### config.mk
export PLATFORM = sky130hd
export DESIGN_NAME = soc_periph_arbiter
export DESIGN_NICKNAME = d
export VERILOG_FILES = /design/src/rtl/soc_periph_arbiter.sv
export SDC_FILE = /design/constraint.sdc
export NUM_CORES = 1
export LEC_CHECK = 0
export BUFFER_PORTS_ARGS = -buffer_cell sky130_fd_sc_hd__buf_2
export CORE_AREA = 5 5 206 208
export CTS_BUF_LIST = sky130_fd_sc_hd__clkbuf_8 sky130_fd_sc_hd__clkbuf_16
export DETAILED_ROUTE_END_ITERATION = 6
export DIE_AREA = 0 0 211 213
export GPL_TIMING_DRIVEN = 0
export PLACE_DENSITY = 0.54
export SYNTH_ARGS = -nofsm -noshare
export SYNTH_HDL_FRONTEND = slang
export SYNTH_SLANG_ARGS = --single-unit
### constraint.sdc
create_clock -name clk_i -period 8.35 [get_ports clk_i]
set_input_delay 0.4175 -clock clk_i [delete_from_list [all_inputs] [get_ports clk_i]]
set_output_delay 0.4175 -clock clk_i [all_outputs]
set_load 0.02 [all_outputs]
### src/rtl/soc_periph_arbiter.sv
// Round-robin arbiter sharing one single-outstanding peripheral port between NumReq requesters.
// Granted addresses are decoded against the SoC memory map; misses and timeouts get a local error.
module soc_periph_arbiter #(
  parameter int unsigned NumReq        = 2,
  parameter int unsigned AddrWidth     = 64,
  parameter int unsigned DataWidth     = 64,
  parameter int unsigned TimeoutCycles = 1024
) (
  input  logic                          clk_i,
  input  logic                          rst_i,
  input  logic [NumReq-1:0]             req_valid_i,
  output logic [NumReq-1:0]             req_ready_o,
  input  logic [NumReq*AddrWidth-1:0]   req_addr_i,
  input  logic [NumReq-1:0]             req_we_i,
  input  logic [NumReq*DataWidth-1:0]   req_wdata_i,
  output logic [NumReq-1:0]             rsp_valid_o,
  output logic [DataWidth-1:0]          rsp_rdata_o,
  output logic                          rsp_err_o,
  output logic                          periph_req_o,
  output logic [3:0]                    periph_sel_o,
  output logic [AddrWidth-1:0]          periph_addr_o,
  output logic                          periph_we_o,
  output logic [DataWidth-1:0]          periph_wdata_o,
  input  logic                          periph_ack_i,
  input  logic [DataWidth-1:0]          periph_rdata_i,
  input  logic                          periph_err_i
);

  localparam int unsigned IdxW   = (NumReq > 1) ? $clog2(NumReq) : 1;
  localparam int unsigned CntW   = $clog2(TimeoutCycles);
  localparam int unsigned NumSlv = 11;

  // Index order: DRAM, GPIO, Ethernet, SPI, Timer, UART, PLIC, CLINT, ROM, Scratch, Debug
  localparam logic [63:0] SlvBase [NumSlv] = '{
    64'h8000_0000, 64'h4000_0000, 64'h3000_0000, 64'h2000_0000, 64'h1800_0000, 64'h1000_0000,
    64'h0C00_0000, 64'h0200_0000, 64'h0001_0000, 64'h1900_0000, 64'h0000_0000};
  localparam logic [63:0] SlvLen [NumSlv] = '{
    64'h4000_0000, 64'h0000_1000, 64'h0001_0000, 64'h0080_0000, 64'h0000_1000, 64'h0000_1000,
    64'h03FF_FFFF, 64'h000C_0000, 64'h0001_0000, 64'h0000_1000, 64'h0000_1000};

  typedef enum logic [1:0] {Idle, Issue, Resp} state_e;

  state_e                 state_q;
  logic [IdxW-1:0]        rr_q, owner_q;
  logic [CntW-1:0]        cnt_q;
  logic                   periph_req_q, we_q, err_q;
  logic [3:0]             sel_q;
  logic [AddrWidth-1:0]   addr_q;
  logic [DataWidth-1:0]   wdata_q, rdata_q;
  logic [NumReq-1:0]      rsp_valid_q;

  logic                   gnt_found;
  logic [IdxW-1:0]        gnt_idx;
  int unsigned            cand;
  logic [AddrWidth-1:0]   gnt_addr;
  logic [DataWidth-1:0]   gnt_wdata;
  logic [63:0]            addr64;
  logic [3:0]             hits;
  logic [3:0]             dec_sel;
  logic                   dec_hit;

  // First valid requester at or after the round-robin pointer
  always_comb begin
    gnt_found = 1'b0;
    gnt_idx   = '0;
    cand      = 0;
    for (int unsigned k = 0; k < NumReq; k++) begin
      cand = (32'(rr_q) + k) % NumReq;
      if (!gnt_found && req_valid_i[IdxW'(cand)]) begin
        gnt_found = 1'b1;
        gnt_idx   = IdxW'(cand);
      end
    end
  end

  assign gnt_addr  = req_addr_i[32'(gnt_idx)*AddrWidth +: AddrWidth];
  assign gnt_wdata = req_wdata_i[32'(gnt_idx)*DataWidth +: DataWidth];

  // A hit requires exactly one matching window; limits are summed in 64 bits
  always_comb begin
    addr64  = 64'(gnt_addr);
    hits    = '0;
    dec_sel = '0;
    for (int unsigned s = 0; s < NumSlv; s++) begin
      if (addr64 >= SlvBase[s] && addr64 < (SlvBase[s] + SlvLen[s])) begin
        hits    = hits + 4'd1;
        dec_sel = 4'(s);
      end
    end
    dec_hit = (hits == 4'd1);
  end

  assign req_ready_o = (state_q == Idle && gnt_found && !rst_i) ?
                       (NumReq'(1) << gnt_idx) : '0;

  always_ff @(posedge clk_i or posedge rst_i) begin
    if (rst_i) begin
      state_q      <= Idle;
      rr_q         <= '0;
      owner_q      <= '0;
      cnt_q        <= '0;
      periph_req_q <= 1'b0;
      we_q         <= 1'b0;
      err_q        <= 1'b0;
      sel_q        <= '0;
      addr_q       <= '0;
      wdata_q      <= '0;
      rdata_q      <= '0;
      rsp_valid_q  <= '0;
    end else begin
      case (state_q)
        Idle: begin
          if (gnt_found) begin
            owner_q <= gnt_idx;
            addr_q  <= gnt_addr;
            we_q    <= req_we_i[gnt_idx];
            wdata_q <= gnt_wdata;
            sel_q   <= dec_sel;
            cnt_q   <= '0;
            rr_q    <= (gnt_idx == IdxW'(NumReq - 1)) ? '0 : gnt_idx + IdxW'(1);
            if (dec_hit) begin
              periph_req_q <= 1'b1;
              state_q      <= Issue;
            end else begin
              err_q       <= 1'b1;
              rdata_q     <= '0;
              rsp_valid_q <= NumReq'(1) << gnt_idx;
              state_q     <= Resp;
            end
          end
        end
        Issue: begin
          if (periph_ack_i) begin
            periph_req_q <= 1'b0;
            rdata_q      <= periph_rdata_i;
            err_q        <= periph_err_i;
            rsp_valid_q  <= NumReq'(1) << owner_q;
            state_q      <= Resp;
          end else if (cnt_q == CntW'(TimeoutCycles - 1)) begin
            periph_req_q <= 1'b0;
            rdata_q      <= '0;
            err_q        <= 1'b1;
            rsp_valid_q  <= NumReq'(1) << owner_q;
            state_q      <= Resp;
          end else begin
            cnt_q <= cnt_q + CntW'(1);
          end
        end
        Resp: begin
          rsp_valid_q <= '0;
          cnt_q       <= '0;
          state_q     <= Idle;
        end
        default: state_q <= Idle;
      endcase
    end
  end

  assign rsp_valid_o    = rsp_valid_q;
  assign rsp_rdata_o    = rdata_q;
  assign rsp_err_o      = err_q;
  assign periph_req_o   = periph_req_q;
  assign periph_sel_o   = sel_q;
  assign periph_addr_o  = addr_q;
  assign periph_we_o    = we_q;
  assign periph_wdata_o = wdata_q;

endmodule

==> flow_summary.yaml <==
worst_setup_path:
  cp_common_cell: "ha_1"
  r2r_setup_slack_ps: 380
  reg2reg_from: "rr_q"
  start_kind: "flop"
  setup.worst_path.end_class: "flop"
  crit_arrival_ps: 8390
  reg2reg_to: "rsp_rdata_o[29]"
  r2r_cells: 40
  worstPathRequired_ps: 8780
  crit_type: "reg2reg"
  slowest_delay_ps: 510
  cp_max_fo: 7
  cp_slowest_cell: "or4b_1"
timing:
  setup_viol: 0
  finalHoldViolations: 0
  clock_skew_ps: 14.4
  slew-limit-headroom_pct: 30.4
  min_period_ps: 7970
  clock.fmax_mhz: 125
  finalWorstSetupSlack_ps: 381
  tightest_slew_ps: 1040
  slew_violations: 0
  fin_crit_sh_pct: 95.4
floorplanning:
  core_um2: 40400
  die-area_um2: 44900
  start_util_pct: 28.0
  io-pin-count: 531
  die-height_um: 213
  die_width_um: 211
  rows: 74
global_route:
  grt_max_degree: 119
  gr-total-overflow: 0
  grt_pass1_vias: 12088
  grt_pass1_wl_mm: 70.5
  antenna_found_initial: 4
  track_usage_pct: 19.8
detailed_routing:
  drc_errors: 0
  wl_per_cell_um: 20.5
  wl_mm: 47.7
  dr.first_iter.drc_count: 642
  first_pass_iters: 5
  ant_nets: 0
  vias_per_cell: 5.03
  vias: 11736
hold_path:
  hold_path_class: "in2async"
power:
  finalPower_uw: 5210
  p_switching_uw: 2230
  irDropWorstVdd_v: 0.000156
  powerDensity_nw_per_um2: 324
  p_leak_uw: 0.00818
  internal-power_uw: 2970
  p_sw_share_pct: 42.9
  pwr-share-seq_pct: 31.1
  clkPwrFrac_pct: 21.6
  comb_power_share_pct: 47.3
clock_network:
  numClockSinks: 215
  clock_latency_ps: 540
  cts.path.max_buffers: 3
  tritoncts: "yes"
  cts-htree-levels: 1
  path_clk_slew_ps: 60
  cts-buffers-inserted: 26
  cts_root_buffer: "clkbuf_16"
  ctsHoldBuffers: 0
finish:
  area_growth_pct: 41.9
  nFillCells: 4182
  fin_cells: 2333
  drive_gt1_share_pct: 39.7
  fin_nets: 2122
  post-route-cell-area_um2: 16100
yosys:
  synth_area_um2: 11300
  yosysWarnings: 0
  yosys_most_used_dff: "dfrtp_1"
  synth_fp_nets: 1542
  netlist_instances: 1199
  synthArstFlopShare_pct: 100
  avgSynthCellArea_um2: 9.43
  synth_cell_types: 68
  ys_ff_latch: 215
  synth_edf_count: 0
  ys_seq_area_share_pct: 47.6
status:
  status: "complete, no violations"
place:
  portBuffers: 529
  gp_congestion: 0.949
  dp.cells: 2261
  placedInstanceArea_um2: 14700
  hpwl_mm: 37.2
  pre_cts_ws_ps: -1280
run:
  drv_cap: 0
layer usage:
layer / GRT usage [%] / up-vias / wire, um
li1: - / 5515 / -
met1: 25.1 / 5661 / 19600
met2: 33.7 / 480 / 23000
met3: 5.05 / 78 / 3700
met4: 5.34 / 2 / 1350
met5: 0 / - / 11
synthesized netlist by cell type, types with 5 or more instances:
cell / instances / area [um2]
a31oi_1: 63 / 394
nor4_1: 29 / 181
mux2_2: 20 / 225
o31ai_1: 5 / 37.5
and3_1: 69 / 432
nand4_1: 22 / 138
nor3_1: 13 / 65.1
ha_1: 15 / 188
dfrtp_1: 215 / 5380
clkbuf_1: 67 / 251
xor2_1: 7 / 61.3
buf_1: 10 / 37.5
inv_1: 12 / 45.0
buf_6: 6 / 67.6
mux2_4: 49 / 736
xnor2_1: 7 / 61.3
nand3_1: 13 / 65.1
a22oi_1: 68 / 510
nor2_1: 97 / 364
mux2i_1: 6 / 60.1
o21ai_0: 90 / 450
a21oi_1: 10 / 50.1
nand2_1: 224 / 841
stage by stage:
step	hold WS, ps	utilization [%]	setup TNS [ps]
floorplan	463	-	0
global placement	456	36.2	-285270
detailed placement	463	36.3	-84690
CTS	77.0	38.8	0
global route	124	39.8	-52.2
finish	63.8	39.8	0
worst max path at each step:
stage	slack, ps	to	cells past startpoint	startpoint
6_report	380	rsp_rdata_o[29]	40	rr_q
5_1_grt	-20	rsp_rdata_o[62]	40	rr_q
4_1_cts	3	rsp_rdata_o[36]	38	rr_q
3_5_place_dp	-1280	rsp_rdata_o[16]	42	req_valid_i[0]
3_3_place_gp	-1160	rsp_rdata_o[15]	41	req_valid_i[0]
2_1_floorplan	310	rsp_rdata_o[10]	41	req_valid_i[0]
layout make-up:
| type | count | area, um2 | share of cell area (%) |
|---|---|---|---|
| multi-input cells | 885 | 5700 | 35.5 |
| flip-flops and latches | 215 | 5380 | 33.5 |
| repair buffers | 554 | 2940 | 18.3 |
| clock buffers | 33 | 747 | 4.65 |
| well taps | 532 | 666 | 4.15 |
| plain buffers | 85 | 457 | 2.85 |
| clock inverters | 15 | 109 | 0.678 |
| inverters | 12 | 52.6 | 0.327 |
| diodes | 2 | 5.00 | 0.0312 |
kinds of logic after synthesis:
logic type / count (synthesis) / share of synthesized area (%)
simple gates: 496 / 20.4
compound gates: 285 / 16.5
flops: 215 / 47.6
buf+inv: 99 / 3.73
mux: 75 / 9.03
fa+ha+maj: 15 / 1.66
xor+xnor: 14 / 1.08
worst max-delay path: cells and delay by family (launching register included):
family | cells | cell delay [ps]
AO/OA/AOI/OAI | 13 | 2240
adder cells (fa/ha/maj) | 8 | 2110
buffers and inverters | 7 | 840
flip-flops | 1 | 410
multiplexers | 3 | 870
AND/OR/NAND/NOR | 9 | 1350
state kept, by name (all words and copies together) (netlist names), 2 cells and up:
register and cells:
rsp_rdata_o 64, cnt_q 10, rsp_valid_o 2, periph_addr_o 64, periph_sel_o 4, state_q 2, periph_wdata_o 64
placed cells by master (no fill, tap or decap), types with 4 or more instances in the layout:
| cell | Yosys | routed |
|---|---|---|
| a31oi_1 | 63 | 63 |
| clkbuf_8 | 0 | 7 |
| a21oi_1 | 10 | 7 |
| buf_1 | 10 | 8 |
| nor4_1 | 29 | 27 |
| buf_4 | 0 | 17 |
| o21ai_0 | 90 | 89 |
| buf_6 | 6 | 7 |
| nand2_1 | 224 | 221 |
| a22oi_1 | 68 | 68 |
| and3_1 | 69 | 69 |
| clkbuf_1 | 67 | 64 |
| mux2_2 | 20 | 19 |
| buf_12 | 0 | 6 |
| o31ai_1 | 5 | 5 |
| buf_2 | 4 | 530 |
| a211o_1 | 4 | 4 |
| inv_1 | 12 | 19 |
| mux2i_1 | 6 | 6 |
| a22o_1 | 4 | 4 |
| and2_1 | 4 | 4 |
| nor2_1 | 97 | 93 |
| nand4_1 | 22 | 22 |
| clkbuf_16 | 0 | 30 |
| nor3_1 | 13 | 11 |
| xor2_1 | 7 | 7 |
| mux2_4 | 49 | 50 |
| xnor2_1 | 7 | 7 |
| dfrtp_1 | 215 | 215 |
| nand3_1 | 13 | 12 |
| ha_1 | 15 | 12 |
power groups by stage:
stage	Clock (uW)	Combinational, uW	Sequential, uW
global route	1200	2670	1660
finish	1120	2460	1620
CTS	1160	2330	1620
detailed placement	0	2310	1630
floorplan	0	951	2050
global placement	0	2280	1630
repair_timing:
item,4_1_cts,5_1_grt
cloned,0,4
pin swaps,5,15
setup buffers,5,15
resized for setup,27,48
setup endpoints to repair,70,70
Note: power is estimated with default switching activity, not from simulation.
